## src/rtl/multi_cycle_ctrl.sv

```systemverilog
// multi_cycle_ctrl: multi-cycle MIPS-subset control FSM with memory-wait timeout and retired-instruction counter
module multi_cycle_ctrl #(
  parameter int CNT_W   = 32,
  parameter int TIMEOUT = 16
) (
  input  logic             clk_i,
  input  logic             rst_i,
  input  logic [5:0]       opcode_i,
  input  logic [5:0]       funct_i,
  input  logic             zero_i,
  input  logic             mem_ready_i,
  output logic             pc_write_o,
  output logic             ir_write_o,
  output logic             mem_req_o,
  output logic             mem_we_o,
  output logic             iord_o,
  output logic             reg_write_o,
  output logic [1:0]       reg_dst_o,
  output logic [1:0]       mem_to_reg_o,
  output logic             alu_src_a_o,
  output logic [1:0]       alu_src_b_o,
  output logic [3:0]       alu_op_o,
  output logic [1:0]       pc_src_o,
  output logic [2:0]       state_o,
  output logic             retire_o,
  output logic [CNT_W-1:0] instret_o,
  output logic             err_o,
  output logic [1:0]       err_code_o
);
  typedef enum logic [2:0] {
    FETCH  = 3'd0,
    DECODE = 3'd1,
    EXEC   = 3'd2,
    MEM    = 3'd3,
    WB     = 3'd4,
    TRAP   = 3'd7
  } state_t;
  localparam int WW = (TIMEOUT > 1) ? $clog2(TIMEOUT) : 1;
  state_t           state, state_n;
  logic [WW-1:0]    wcnt, wcnt_n;
  logic [1:0]       err_code, err_code_n;
  logic [CNT_W-1:0] instret;
  logic is_r, is_jr, is_lw, is_sw, is_beq, is_bne, is_addi, is_j, is_jal, legal, mem_wait, tmo;
  assign is_r     = opcode_i == 6'b000000;
  assign is_jr    = is_r && funct_i == 6'b001000;
  assign is_lw    = opcode_i == 6'b100011;
  assign is_sw    = opcode_i == 6'b101011;
  assign is_beq   = opcode_i == 6'b000100;
  assign is_bne   = opcode_i == 6'b000101;
  assign is_addi  = opcode_i == 6'b001000;
  assign is_j     = opcode_i == 6'b000010;
  assign is_jal   = opcode_i == 6'b000011;
  assign legal    = is_r | is_lw | is_sw | is_beq | is_bne | is_addi | is_j | is_jal;
  assign mem_wait = (state == FETCH || state == MEM) && !mem_ready_i;
  // the wait counter holds the number of stalled cycles already spent, so this is the last allowed one
  assign tmo      = (TIMEOUT > 0) && mem_wait && (wcnt == WW'(TIMEOUT - 1));
  assign state_o    = state;
  assign err_o      = state == TRAP;
  assign err_code_o = err_code;
  assign instret_o  = instret;
  // next-state and control decode; everything not driven by the current step stays 0
  always_comb begin
    state_n      = state;
    err_code_n   = err_code;
    pc_write_o   = 1'b0;
    ir_write_o   = 1'b0;
    mem_req_o    = 1'b0;
    mem_we_o     = 1'b0;
    iord_o       = 1'b0;
    reg_write_o  = 1'b0;
    reg_dst_o    = 2'd0;
    mem_to_reg_o = 2'd0;
    alu_src_a_o  = 1'b0;
    alu_src_b_o  = 2'd0;
    alu_op_o     = 4'b0000;
    pc_src_o     = 2'd0;
    retire_o     = 1'b0;
    case (state)
      FETCH: begin
        mem_req_o = 1'b1;
        alu_op_o  = 4'b0010;
        if (tmo) begin
          state_n    = TRAP;
          err_code_n = 2'd2;
        end else if (mem_ready_i) begin
          ir_write_o = 1'b1;
          pc_write_o = 1'b1;
          state_n    = DECODE;
        end
      end
      DECODE: begin
        if (!legal) begin
          state_n    = TRAP;
          err_code_n = 2'd1;
        end else if (is_j || is_jal || is_jr) begin
          pc_write_o   = 1'b1;
          pc_src_o     = is_jr ? 2'd3 : 2'd2;
          reg_write_o  = is_jal;
          reg_dst_o    = is_jal ? 2'd2 : 2'd0;
          mem_to_reg_o = is_jal ? 2'd2 : 2'd0;
          retire_o     = 1'b1;
          state_n      = FETCH;
        end else begin
          state_n = EXEC;
        end
      end
      EXEC: begin
        alu_op_o    = is_r ? 4'b1111 : (is_beq || is_bne) ? 4'b0110 : 4'b0010;
        alu_src_b_o = (is_lw || is_sw) ? 2'd1 : 2'd0;
        if (is_beq || is_bne) begin
          pc_src_o   = 2'd1;
          pc_write_o = is_beq ? zero_i : !zero_i;
          retire_o   = 1'b1;
          state_n    = FETCH;
        end else begin
          state_n = (is_lw || is_sw) ? MEM : WB;
        end
      end
      MEM: begin
        mem_req_o = 1'b1;
        iord_o    = 1'b1;
        mem_we_o  = is_sw;
        if (tmo) begin
          state_n    = TRAP;
          err_code_n = 2'd2;
        end else if (mem_ready_i) begin
          retire_o = is_sw;
          state_n  = is_sw ? FETCH : WB;
        end
      end
      WB: begin
        reg_write_o  = 1'b1;
        reg_dst_o    = is_r ? 2'd1 : 2'd0;
        mem_to_reg_o = is_lw ? 2'd1 : 2'd0;
        retire_o     = 1'b1;
        state_n      = FETCH;
      end
      TRAP: ;
      default: state_n = FETCH;
    endcase
    wcnt_n = (state_n == state && mem_wait) ? wcnt + 1'b1 : '0;
  end
  // state, wait counter, error code and retired-instruction count
  always_ff @(posedge clk_i or negedge rst_i) begin
    if (!rst_i) begin
      state    <= FETCH;
      wcnt     <= '0;
      err_code <= 2'd0;
      instret  <= '0;
    end else begin
      state    <= state_n;
      wcnt     <= wcnt_n;
      err_code <= err_code_n;
      if (retire_o) instret <= instret + 1'b1;
    end
  end
endmodule

```

## config.mk

```make
export PLATFORM = sky130hd
export DESIGN_NAME = multi_cycle_ctrl
export DESIGN_NICKNAME = d
export VERILOG_FILES = /design/src/rtl/multi_cycle_ctrl.sv
export SDC_FILE = /design/constraint.sdc
export NUM_CORES = 1
export LEC_CHECK = 0
export BUFFER_PORTS_ARGS = -buffer_cell sky130_fd_sc_hd__buf_4
export CORE_AREA = 5 5 75 77
export CTS_CLUSTER_SIZE = 20
export DETAILED_ROUTE_END_ITERATION = 10
export DIE_AREA = 0 0 80 82
export GPL_ROUTABILITY_DRIVEN = 0
export PLACE_DENSITY = 0.86
export SYNTH_ARGS = -nofsm -noshare
export SYNTH_HDL_FRONTEND = slang
export SYNTH_SLANG_ARGS = --single-unit
```

## constraint.sdc

```tcl
create_clock -name clk_i -period 2.6 [get_ports clk_i]
set_input_delay 0 -clock clk_i [delete_from_list [all_inputs] [get_ports clk_i]]
set_output_delay 0 -clock clk_i [all_outputs]
set_load 0.01 [all_outputs]
```

* Word-level counts from Yosys, hierarchy flattened
Cells that the tools add are included.
** Word-level totals
- Word-level logic and storage cells :: 95
- Flip-flop bits (word level) :: 41
- Output and inout bits :: 58
- Input bits :: 16
** Cells by class
- Multiplexer cells :: 49
- Reductions and logical operators :: 16
- Eq/ne operators :: 17
- Add/subtract/negate cells :: 2
- Bitwise logic cells :: 7
** Operators by type and width (number)
- adder 32 x 1 -> 32 bit (second input constant) :: 1
- two-way mux 3 bit :: 9
- two-way mux 1 bit :: 21
- two-way mux 2 bit :: 8
- one-hot mux 2 bit (2 select lines) :: 4
- one-hot mux 3 bit (5 select lines) :: 1
- equality test 6 x 2 -> 1 bit (second input constant) :: 2
- equality test 6 x 3 -> 1 bit (second input constant) :: 2
- equality test 6 x 4 -> 1 bit (second input constant) :: 2
- equality test 6 bit (second input constant) :: 2
- two-way mux 4 bit :: 2
- one-hot mux 4 bit (2 select lines) :: 1
- OR 1 bit :: 7
- equality test 3 x 2 -> 1 bit (second input constant) :: 2
- equality test 3 bit (second input constant) :: 2
- zero test 6 bit :: 1
- logical OR 1 bit :: 5
- adder 4 x 1 -> 4 bit (second input constant) :: 1
- equality test 4 bit (second input constant) :: 1
- logical AND 1 bit :: 4
- one-hot mux 1 bit (4 select lines) :: 1
- equality test 3 x 1 -> 1 bit (second input constant) :: 1
- equality test 3 bit :: 1
- zero test 3 bit :: 1
- 8 further kinds :: 9

* Depth between registers and ports, before layout
Gate-level depths: netlist of run 1.
- Depth in word-level cells :: 13
- Depth in mapped cells :: 7

* Worst setup path before layout of run 1
Ideal clock, no wire load.
- Path kind :: reg-to-reg
- Start point :: register state[2], in the netlist state_o[2]
- End point :: register instret[29], in the netlist instret_o[29]
- Cell stages (with the launch flop) :: 8
- Period minus slack after synthesis :: 2014 ps
- Setup slack :: 586 ps
- Arrival :: 1888 ps
- Required time :: 2474 ps
- Cells stage by stage :: dfrtp_1 clkbuf_1 or3b_2 o31a_1 o211ai_4 buf_8 nand4_2 xnor2_2
** Between the ends
- Cells in the longest elaborated chain, start to end :: 6
- Elaborated cells between the ends (all ways) :: 10
** RTL lines
- start, declared :: line 39 : state_t state, state_n;
- start signal, assigned :: line 151 : state <= state_n;
- equality test 3 x 2 -> 1 bit or zero test 3 bit (tied branches) :: line 54, 78
- logical OR 1 bit :: line 54 : assign mem_wait = (state == FETCH || state == MEM) && !mem_ready_i;
- logical AND 1 bit :: line 54
- logical AND 1 bit :: line 56 : assign tmo = (TIMEOUT > 0) && mem_wait && (wcnt == WW'(TIMEOUT - 1));
- two-way mux 1 bit :: line 123 : if (tmo) begin
- one-hot mux 1 bit (4 select lines) * :: line 78 : case (state)
- end signal, assigned :: line 154 : if (retire_o) instret <= instret + 1'b1;
- end, declared :: line 42 : logic [CNT_W-1:0] instret;
Mark *: on every way between the ends. The rest lies on a longest branch, timed or not.
A chain may end at the register's enable or synchronous reset.

* Final worst setup path of run 1
- Start point :: register state[2], in the netlist state_o[2]
- End point :: output retire_o
** Between the ends
- Cells in the longest elaborated chain, start to end :: 6
- Elaborated cells between the ends (all ways) :: 10
** RTL lines
- equality test 3 x 2 -> 1 bit or zero test 3 bit (tied branches) :: line 54, 78
- logical OR 1 bit :: line 54
- logical AND 1 bit :: line 54
- logical AND 1 bit :: line 56
- two-way mux 1 bit :: line 123
- one-hot mux 1 bit (4 select lines) * :: line 78
- end, declared :: line 25 : output logic retire_o,
Marks and branches as above.

==> results of run 1 <==
-- sequential cells by signal (all words and copies together), names as in the netlist --
name and cells:
wcnt 4, instret_o 32, state_o 3, err_code_o 2
-- final timing paths --
| check | to | cells past startpoint | start | slack, ps |
|---|---|---|---|---|
| max | retire_o | 5 | state_o[2]$_DFF_PN0_ | 460 |
| min | state_o[2]$_DFF_PN0_ | 4 | opcode_i[4] | 170 |
| max reg2reg | instret_o[1]$_DFFE_PN0P_ | 5 | state_o[2]$_DFF_PN0_ | 460 |
| min reg2reg | instret_o[31]$_DFFE_PN0P_ | 1 | instret_o[31]$_DFFE_PN0P_ | 480 |
| max in group asynchronous | wcnt[3]$_DFF_PN0_ | 2 | rst_i | 2020 |
| min in group asynchronous | instret_o[29]$_DFFE_PN0P_ | 2 | rst_i | 220 |
-- power by group --
| part | switching (mW) | internal [mW] | total (mW) |
|---|---|---|---|
| clock | 0.211 | 0.186 | 0.397 |
| combinational | 0.416 | 0.343 | 0.759 |
| sequential | 0.110 | 0.706 | 0.816 |
| total | 0.737 | 1.23 | 1.97 |
-- logic make-up (layout without fill, tap and decap cells) --
| family | Yosys count | after routing |
|---|---|---|
| buffers and inverters | 16 | 87 |
| flip-flops | 41 | 41 |
| multiplexers | 1 | 1 |
| other | 1 | 2 |
| adder cells (fa/ha/maj) | 2 | 2 |
| AND/OR/NAND/NOR | 112 | 112 |
| XOR/XNOR | 33 | 33 |
| AO/OA/AOI/OAI | 22 | 22 |
-- per-stage QoR --
stage / utilization [%] / hold slack, ps / cell area (sq um) / total power [mW]
2_1_floorplan: - / -296 / 2400 / 1.31
3_3_place_gp: 59.7 / 4.16 / 2950 / 1.57
3_5_place_dp: 59.7 / 8.84 / 2950 / 1.59
4_1_cts: 61.7 / 169 / 3050 / 2.00
5_1_grt: 61.7 / 192 / 3050 / 2.11
6_report: 61.7 / 173 / 3050 / 1.97
-- cells in the final DEF (no fill, tap or decap), types with 3 or more instances in the layout --
cell type / instances
a21oi_1: 5
and3_1: 15
buf_4: 72
clkbuf_8: 5
dfrtp_1: 41
inv_1: 4
nand2_1: 11
nand3_1: 8
nand3_2: 11
nand4_1: 17
nor2_1: 15
nor3_1: 5
o21ai_0: 4
or3b_1: 3
xnor2_1: 31
-- layout make-up --
cell class	count	area, sq um	share of cell area (%)
Clock buffer	6	72.6	2.38
Clock inverter	2	10.0	0.328
Inverter	4	15.0	0.492
Multi-Input combinational cell	172	1260	41.3
Sequential cell	41	1030	33.6
Tap cell	70	87.6	2.87
Timing Repair Buffer	75	581	19.0
-- routing by layer --
| layer | GRT usage [%] | wire length, um | vias up |
|---|---|---|---|
| met5 | 0 | 0 | - |
| met4 | 4.22 | 43 | 0 |
| met3 | 4.06 | 359 | 5 |
| met2 | 30.2 | 2680 | 71 |
| met1 | 23.0 | 2360 | 953 |
| li1 | - | - | 961 |
-- worst register-to-register path, cell delays in order (launching register included) --
cell and delay, ps:
dfrtp_1 500, or3b_1 470, nand2b_2 240, o211ai_4 240, buf_12 220, mux2_2 350
==> implementation parameters, run 1 <==
Parameter                              Value

Timing
  Actual slew at the worst max-slew pin ... ~700 ps
  Number of hold violations in the final report ... 0
  Final setup violation count ... 0
  Number of pins with negative max-slew slack in the final report ... 0
  Period utilisation layout ... a little over 80%
  Final critical path time including I/O delays and setup ... ~2100 ps
  Post-route setup slack ... 462 ps
  RSZ-0062 raised after global routing ... false
  Fmax ... roughly 470 MHz
  Fin Setup TNS ... 0 ps
  Worst max-slew margin expressed relative to the limit ... between 50% and 60%
  Clock tree skew after final layout ... approximately 4 ps

Setup path
  Setup CP Type ... reg -> out
  Master of the slowest instance on the critical path ... dfrtp_1
  Critical path fanouts, max ... 33
  Cell family with most CP delay ... simple AND/OR/NAND/NOR gates
  Slowest cell delay on critical path ... roughly 500 ps
  Critical path required time ... about 2600 ps
  Cell Chain, Critical Path ... or3b_1 -> nand2b_2 -> o211ai_4 -> buf_12 -> buf_4
  Number of buffer and inverter instances along the worst setup path ... 2
  Type of element capturing the critical path ... output port
  Worst EP arrival ... 2140 ps
  Critical Path Source Type ... flop

Floorplanning
  Chip Height ... about 82 um
  I/O Pins ... 74
  Area of the die ... 6560 sq um
  Effective utilization at floorplan ... between 40% and 50%
  Horizontal extent of the die ... 80 um
  Number of rows in the core area ... 26
  Floorplan Core Area ... around 4900 sq um

Clock tree
  Number of clock sinks seen by CTS ... just over 40
  Worst-case clock buffer depth ... 2
  TritonCTS buffer count ... 5
  Clock tree from TritonCTS ... yes
  Hold Buf Count CTS ... 2
  Clock root cell ... clkbuf_8
  Post-cts resize count ... 0
  CTS H-Tree Depth ... 2
  Clock latency on the worst-skew pair ... between 200 and 300 ps
  Setup fix buffers added after clock tree synthesis ... 0
  Clock input transition at the sequential cells of the worst setup and hold paths ... 70 ps

Logic synthesis
  Top post-synthesis cells by area ... dfrtp_1, xnor2_1, nand3_2
  Netlist Area Pre-Place ... about 2400 sq um
  Synth Warn # ... 0
  Fraction of the mapped netlist area in adder cells ... under 10%
  Flop and latch count out of synthesis ... between 40 and 50
  Most numerous cell in the Yosys netlist ... dfrtp_1
  Cell type with the largest total area after synthesis ... dfrtp_1
  Yosys top cell area share ... between 40 and 50%
  Leading register cell type out of synthesis ... dfrtp_1
  Number of synthesized flops with an enable pin ... 0
  Multiplexer share of the synthesized area ... 0.470%
  Dominant combinational cell family by area after synthesis ... simple AND/OR/NAND/NOR gates
  Leading cell types by count after synthesis ... dfrtp_1, xnor2_1, nand4_1, and3_1, nor2_1
  Number of cells produced by synthesis ... around 230
  Post-synthesis share of cell area spent on and, or, nand and nor gates ... about a third
  Async set or reset register ratio after synthesis ... between 90% and 100%
  Seq/Total Area, Yosys ... 42.8%
  Synthesized-area fraction occupied by ao, oa, aoi and oai cells ... under 10%
  Post-Synth XOR/XNOR Area ... around an eighth
  Yosys cell types ... between 50 and 60
  Synth Area per Inst ... roughly 11 sq um

Cells and area
  Relative area change from synthesis to final layout ... 27.5%
  Number of fill cells in the layout ... between 400 and 500
  Ratio of cells with drive above 1 in the final layout ... between 30% and 40%
  Non-filler cells in the finished layout ... 370
  Count of antenna diodes in the layout ... 0
  Post-layout net count ... around 320

Placed design
  Post-placement setup slack ... around 470 ps
  Dpl hpwl ... 4050 um
  Total of buffers placed on input and output ports ... roughly 70
  Number of instances in the placed design ... 360

Routing
  Count of nets left with antenna violations after detail routing ... 0
  Number of design-rule violations left by the first detailed-router iteration ... about 120
  Routed length per placed instance ... 14.7 um
  Remaining DRCs ... 0
  Number of detailed-route iterations in the first pass ... 5
  Drt total wl ... 5440 um
  Via count ... ~2,000
  Via density per instance ... roughly 5.4

Global routing
  Global-route total usage across every layer ... ~18%
  Largest net degree at the start of global routing ... 42
  Total grt overflow ... 0
  Via count of the first global-routing pass ... around 1,900
  Global-route wire length before repair ... between 9000 and 10,000 um
  Initial antenna violation count ... 0

Pwr
  Pwr per Cell Area ... approximately 650 nW/um^2
  Static leakage ... between 1 and 1.5 nW
  Largest voltage drop on the vdd net ... around 0.57 mV

Worst hold path
  Worst min-delay path class ... in -> reg

Run
  Maxcap violations ... 0

Run status
  Run status ... completed
Power figures use the tool's default switching activity.
==> inputs of run 2 (changes only) <==
==> config.mk (replaced) <==
export PLATFORM = sky130hd
export DESIGN_NAME = multi_cycle_ctrl
export DESIGN_NICKNAME = d
export VERILOG_FILES = /design/src/rtl/multi_cycle_ctrl.sv
export SDC_FILE = /design/constraint.sdc
export NUM_CORES = 1
export LEC_CHECK = 0
export ABC_AREA = 1
export BUFFER_PORTS_ARGS = -buffer_cell sky130_fd_sc_hd__buf_4
export CORE_AREA = 5 5 80 82
export CTS_CLUSTER_SIZE = 20
export DETAILED_ROUTE_END_ITERATION = 10
export DIE_AREA = 0 0 85 87
export GPL_ROUTABILITY_DRIVEN = 0
export PLACE_DENSITY = 0.87
export SYNTH_ARGS = -nofsm -noshare
export SYNTH_HDL_FRONTEND = slang
export SYNTH_SLANG_ARGS = --single-unit
==> constraint.sdc (replaced) <==
create_clock -name clk_i -period 2.1 [get_ports clk_i]
set_input_delay 0 -clock clk_i [delete_from_list [all_inputs] [get_ports clk_i]]
set_output_delay 0 -clock clk_i [all_outputs]
set_load 0.01 [all_outputs]
==> implementation parameters, run 2 <==
Parameter                              Value

Pwr
  Proportion of total power due to net switching ... 39.3% (+1.9 points)
  Power share of the sequential group ... 40.6% (-0.8 points)
  Clock power share ... 20.7% (+0.6 points)
  Combinational share of power ... 38.6% (about the same)
  Internal Pwr Total ... 1.47 mW (+19%)
  Pwr per Cell Area ... 677 nW/um^2 (+4.9%)
  Largest voltage drop on the vdd net ... 0.680 mV (+20%)
  Static leakage ... 1.87 nW (+27%)
  Sw Pwr ... 0.948 mW (+29%)

Global routing
  Global-route wire length before repair ... 13,000 um (+40%)
  Global-route total usage across every layer ... 21.3% (+3.5 points)
  Initial antenna violation count ... 0 (unchanged)
  Via count of the first global-routing pass ... 2,848 (+47%)
  Largest net degree at the start of global routing ... 42 (unchanged)
  Total grt overflow ... 0 (unchanged)

Worst hold path
  Startpoint of the most critical hold path ... mem_ready_i
  Worst min-delay path class ... in -> reg
  Worst hold path endpoint ... state_o[0]$_DFF_PN0_
  Number of instances on the worst hold path ... 3 (-1)

Routing
  Via density per instance ... 5.21 (-3.1%)
  Number of detailed-route iterations in the first pass ... 5 (unchanged)
  Drt total wl ... 7670 um (+41%)
  Remaining DRCs ... 0 (unchanged)
  Via count ... 3,022 (+52%)
  Routed length per placed instance ... 13.2 um (-10%)
  Number of design-rule violations left by the first detailed-router iteration ... 252 (+100%)
  Count of nets left with antenna violations after detail routing ... 0 (unchanged)

Cells and area
  Ratio of cells with drive above 1 in the final layout ... 19.6% (-16 points)
  Relative area change from synthesis to final layout ... 22.6%
  Count of antenna diodes in the layout ... 0 (unchanged)
  Most frequent cells in the layout ... nand2_1, buf_4, nor2_1
  Post-layout net count ... 522 (+65%)
  Most common cell after layout, fill and taps aside ... nand2_1
  Number of flip-flops in the largest register ... 32 (unchanged)

Clock tree
  Clock root cell ... clkbuf_8
  Setup fix buffers added after clock tree synthesis ... 0 (unchanged)
  Number of clock sinks seen by CTS ... 41 (unchanged)
  Clock tree from TritonCTS ... yes
  Clock latency on the worst-skew pair ... 290 ps (about the same)
  CTS H-Tree Depth ... 2 (unchanged)
  Clock input transition at the sequential cells of the worst setup and hold paths ... 70 ps (about the same)
  Worst-case clock buffer depth ... 2 (unchanged)
  TritonCTS buffer count ... 5 (unchanged)

Timing
  Worst hold slack ... 46.8 ps (-126 ps)
  Final setup violation count ... 0 (unchanged)
  Final critical path time including I/O delays and setup ... 1920 ps
  Fin Setup TNS ... 0 ps (unchanged)
  Clock tree skew after final layout ... 7.06 ps (+3.06 ps)
  Post-route setup slack ... 184 ps (-278 ps)
  Worst max-slew margin expressed relative to the limit ... 65.6% (+13 points)
  Fmax ... 522 MHz
  Actual slew at the worst max-slew pin ... 516 ps (-188 ps)
  Number of hold violations in the final report ... 0 (unchanged)
  Period utilisation layout ... between 90% and 100%
  RSZ-0062 raised after global routing ... false
  Number of pins with negative max-slew slack in the final report ... 0 (unchanged)

Logic synthesis
  Leading register cell type out of synthesis ... dfrtp_1
  Flop and latch count out of synthesis ... 41 (unchanged)
  Most numerous cell in the Yosys netlist ... nand2_1
  Leading cell types by count after synthesis ... nand2_1, nor2_1, nand3_1, dfrtp_1, inv_1
  Synth Warn # ... 0 (unchanged)
  Top post-synthesis cells by area ... dfrtp_1, nand2_1, nand3_1
  Async set or reset register ratio after synthesis ... 100% (unchanged)
  Netlist Area Pre-Place ... 2910 sq um (+21%)
  Yosys top cell area share ... 35.3% (-7.5 points)
  Number of synthesized flops with an enable pin ... 0 (unchanged)
  Synth Area per Inst ... 6.70 sq um (-36%)
  Number of cells produced by synthesis ... 434 (+90%)
  Yosys cell types ... 31 (-42%)
  Cell type with the largest total area after synthesis ... dfrtp_1
  Seq/Total Area, Yosys ... 35.3% (-7.5 points)

Placed design
  Post-placement setup slack ... 294 ps (-180 ps)
  Dpl hpwl ... 5970 um (+48%)
  Total of buffers placed on input and output ports ... 71 (unchanged)

Setup path
  Cell family with most CP delay ... simple AND/OR/NAND/NOR gates
  Critical Path Source Type ... flop
  Startpoint of the most critical register-to-register path ... instret_o[0]$_DFFE_PN0P_
  Type of element capturing the critical path ... output port
  Critical path required time ... 2100 ps (-500 ps)
  Number of buffer and inverter instances along the worst setup path ... 2 (unchanged)
  Worst EP arrival ... 1920 ps (-220 ps)
  Cell Chain, Critical Path ... inv_1 -> nand3_1 -> nor3_2 -> nor3_4 -> nand2_8 -> buf_4
  Reg-to-reg setup timing slack ... 240 ps (-220 ps)
  Critical register-to-register path endpoint ... instret_o[26]$_DFFE_PN0P_
  Slowest cell delay on critical path ... 450 ps (-50 ps)
  Critical path fanouts, max ... 33 (unchanged)
  Setup CP Type ... reg -> out
  Worst reg2reg path depth ... 9 (+4)
  Master of the slowest instance on the critical path ... dfrtp_1

Floorplanning
  Number of rows in the core area ... 28 (+7.7%)
  Chip Height ... 87 um (+6.1%)
  Horizontal extent of the die ... 85 um (+6.3%)
  Area of the die ... 7400 sq um (+13%)
  I/O Pins ... 74 (unchanged)
  Effective utilization at floorplan ... 51.2% (+2.8 points)
  Floorplan Core Area ... 5680 sq um (+15%)

Run
  Maxcap violations ... 0 (unchanged)

Run status
  Run status ... completed
-- run 2: worst max path at each step --
stage	end	from	slack, ps	depth (start not counted)
floorplan	instret_o[26]$_DFFE_PN0P_	instret_o[0]$_DFFE_PN0P_	490	9
global placement	instret_o[26]$_DFFE_PN0P_	instret_o[0]$_DFFE_PN0P_	340	9
detailed placement	instret_o[26]$_DFFE_PN0P_	instret_o[0]$_DFFE_PN0P_	290	9
CTS	pc_write_o	state_o[2]$_DFF_PN0_	50	6
global route	pc_src_o[1]	state_o[0]$_DFF_PN0_	30	8
finish	retire_o	state_o[2]$_DFF_PN0_	180	6
-- run 2: logic make-up (layout without fill, tap and decap cells) --
kind of cell    after synthesis  in the layout  share of synthesized area (%)
simple gates                306            306                           46.5
buf+inv                      55            125                           8.91
flops                        41             41                           35.3
xor+xnor                     23             23                           6.93
compound gates                6              6                           1.38
fa+ha+maj                     2              2                          0.861
other cells                   1              2                          0.129
-- run 2: power groups by stage --
stage          Combinational (mW)  Sequential (mW)  Clock [mW]
4_1_cts                     0.918            0.982       0.500
6_report                    0.933            0.982       0.500
2_1_floorplan               0.573             1.01           0
3_5_place_dp                0.913            0.996           0
5_1_grt                      1.04            0.998       0.538
3_3_place_gp                0.887            0.990           0
-- run 2: worst register-to-register path: stages, from the launching register on --
cell	delay [ps]
dfrtp_1	470
ha_1	240
inv_1	70
nor2_1	190
nand2_1	190
nor2_1	220
nand2_1	130
xnor2_1	140
nand2_1	60
nand2_1	50
-- run 2: final cells by class --
class / count / area, sq um
fill: 544 / 2110
clock buffer: 8 / 80.1
tap: 75 / 93.8
timing repair buffer: 75 / 566
multi-input combinational: 339 / 1640
inverter: 42 / 158
sequential: 41 / 1030
-- run 2: layer usage --
layer  track usage, %  vias up  wire [um]
met2             36.4      133       3760
met5                0        -          0
met4             6.62        0        153
met3             5.39       17        618
met1             26.4     1375       3130
li1                 -     1497          -
-- run 2: what timing repair did --
item	4_1_cts	5_1_grt
setup endpoints to repair	0	2
hold endpoints to repair	41	0
hold buffers	1	0
gates resized for setup	0	3
-- run 2: stage by stage --
stage          cells  utilization (%)  power, mW  area, sq um
4_1_cts          580             62.5       2.40         3550
3_5_place_dp     571             60.9       1.91         3460
3_3_place_gp     571             60.9       1.88         3460
5_1_grt          580             62.8       2.57         3560
2_1_floorplan    435                -       1.58         2910
6_report         580             62.8       2.42         3560
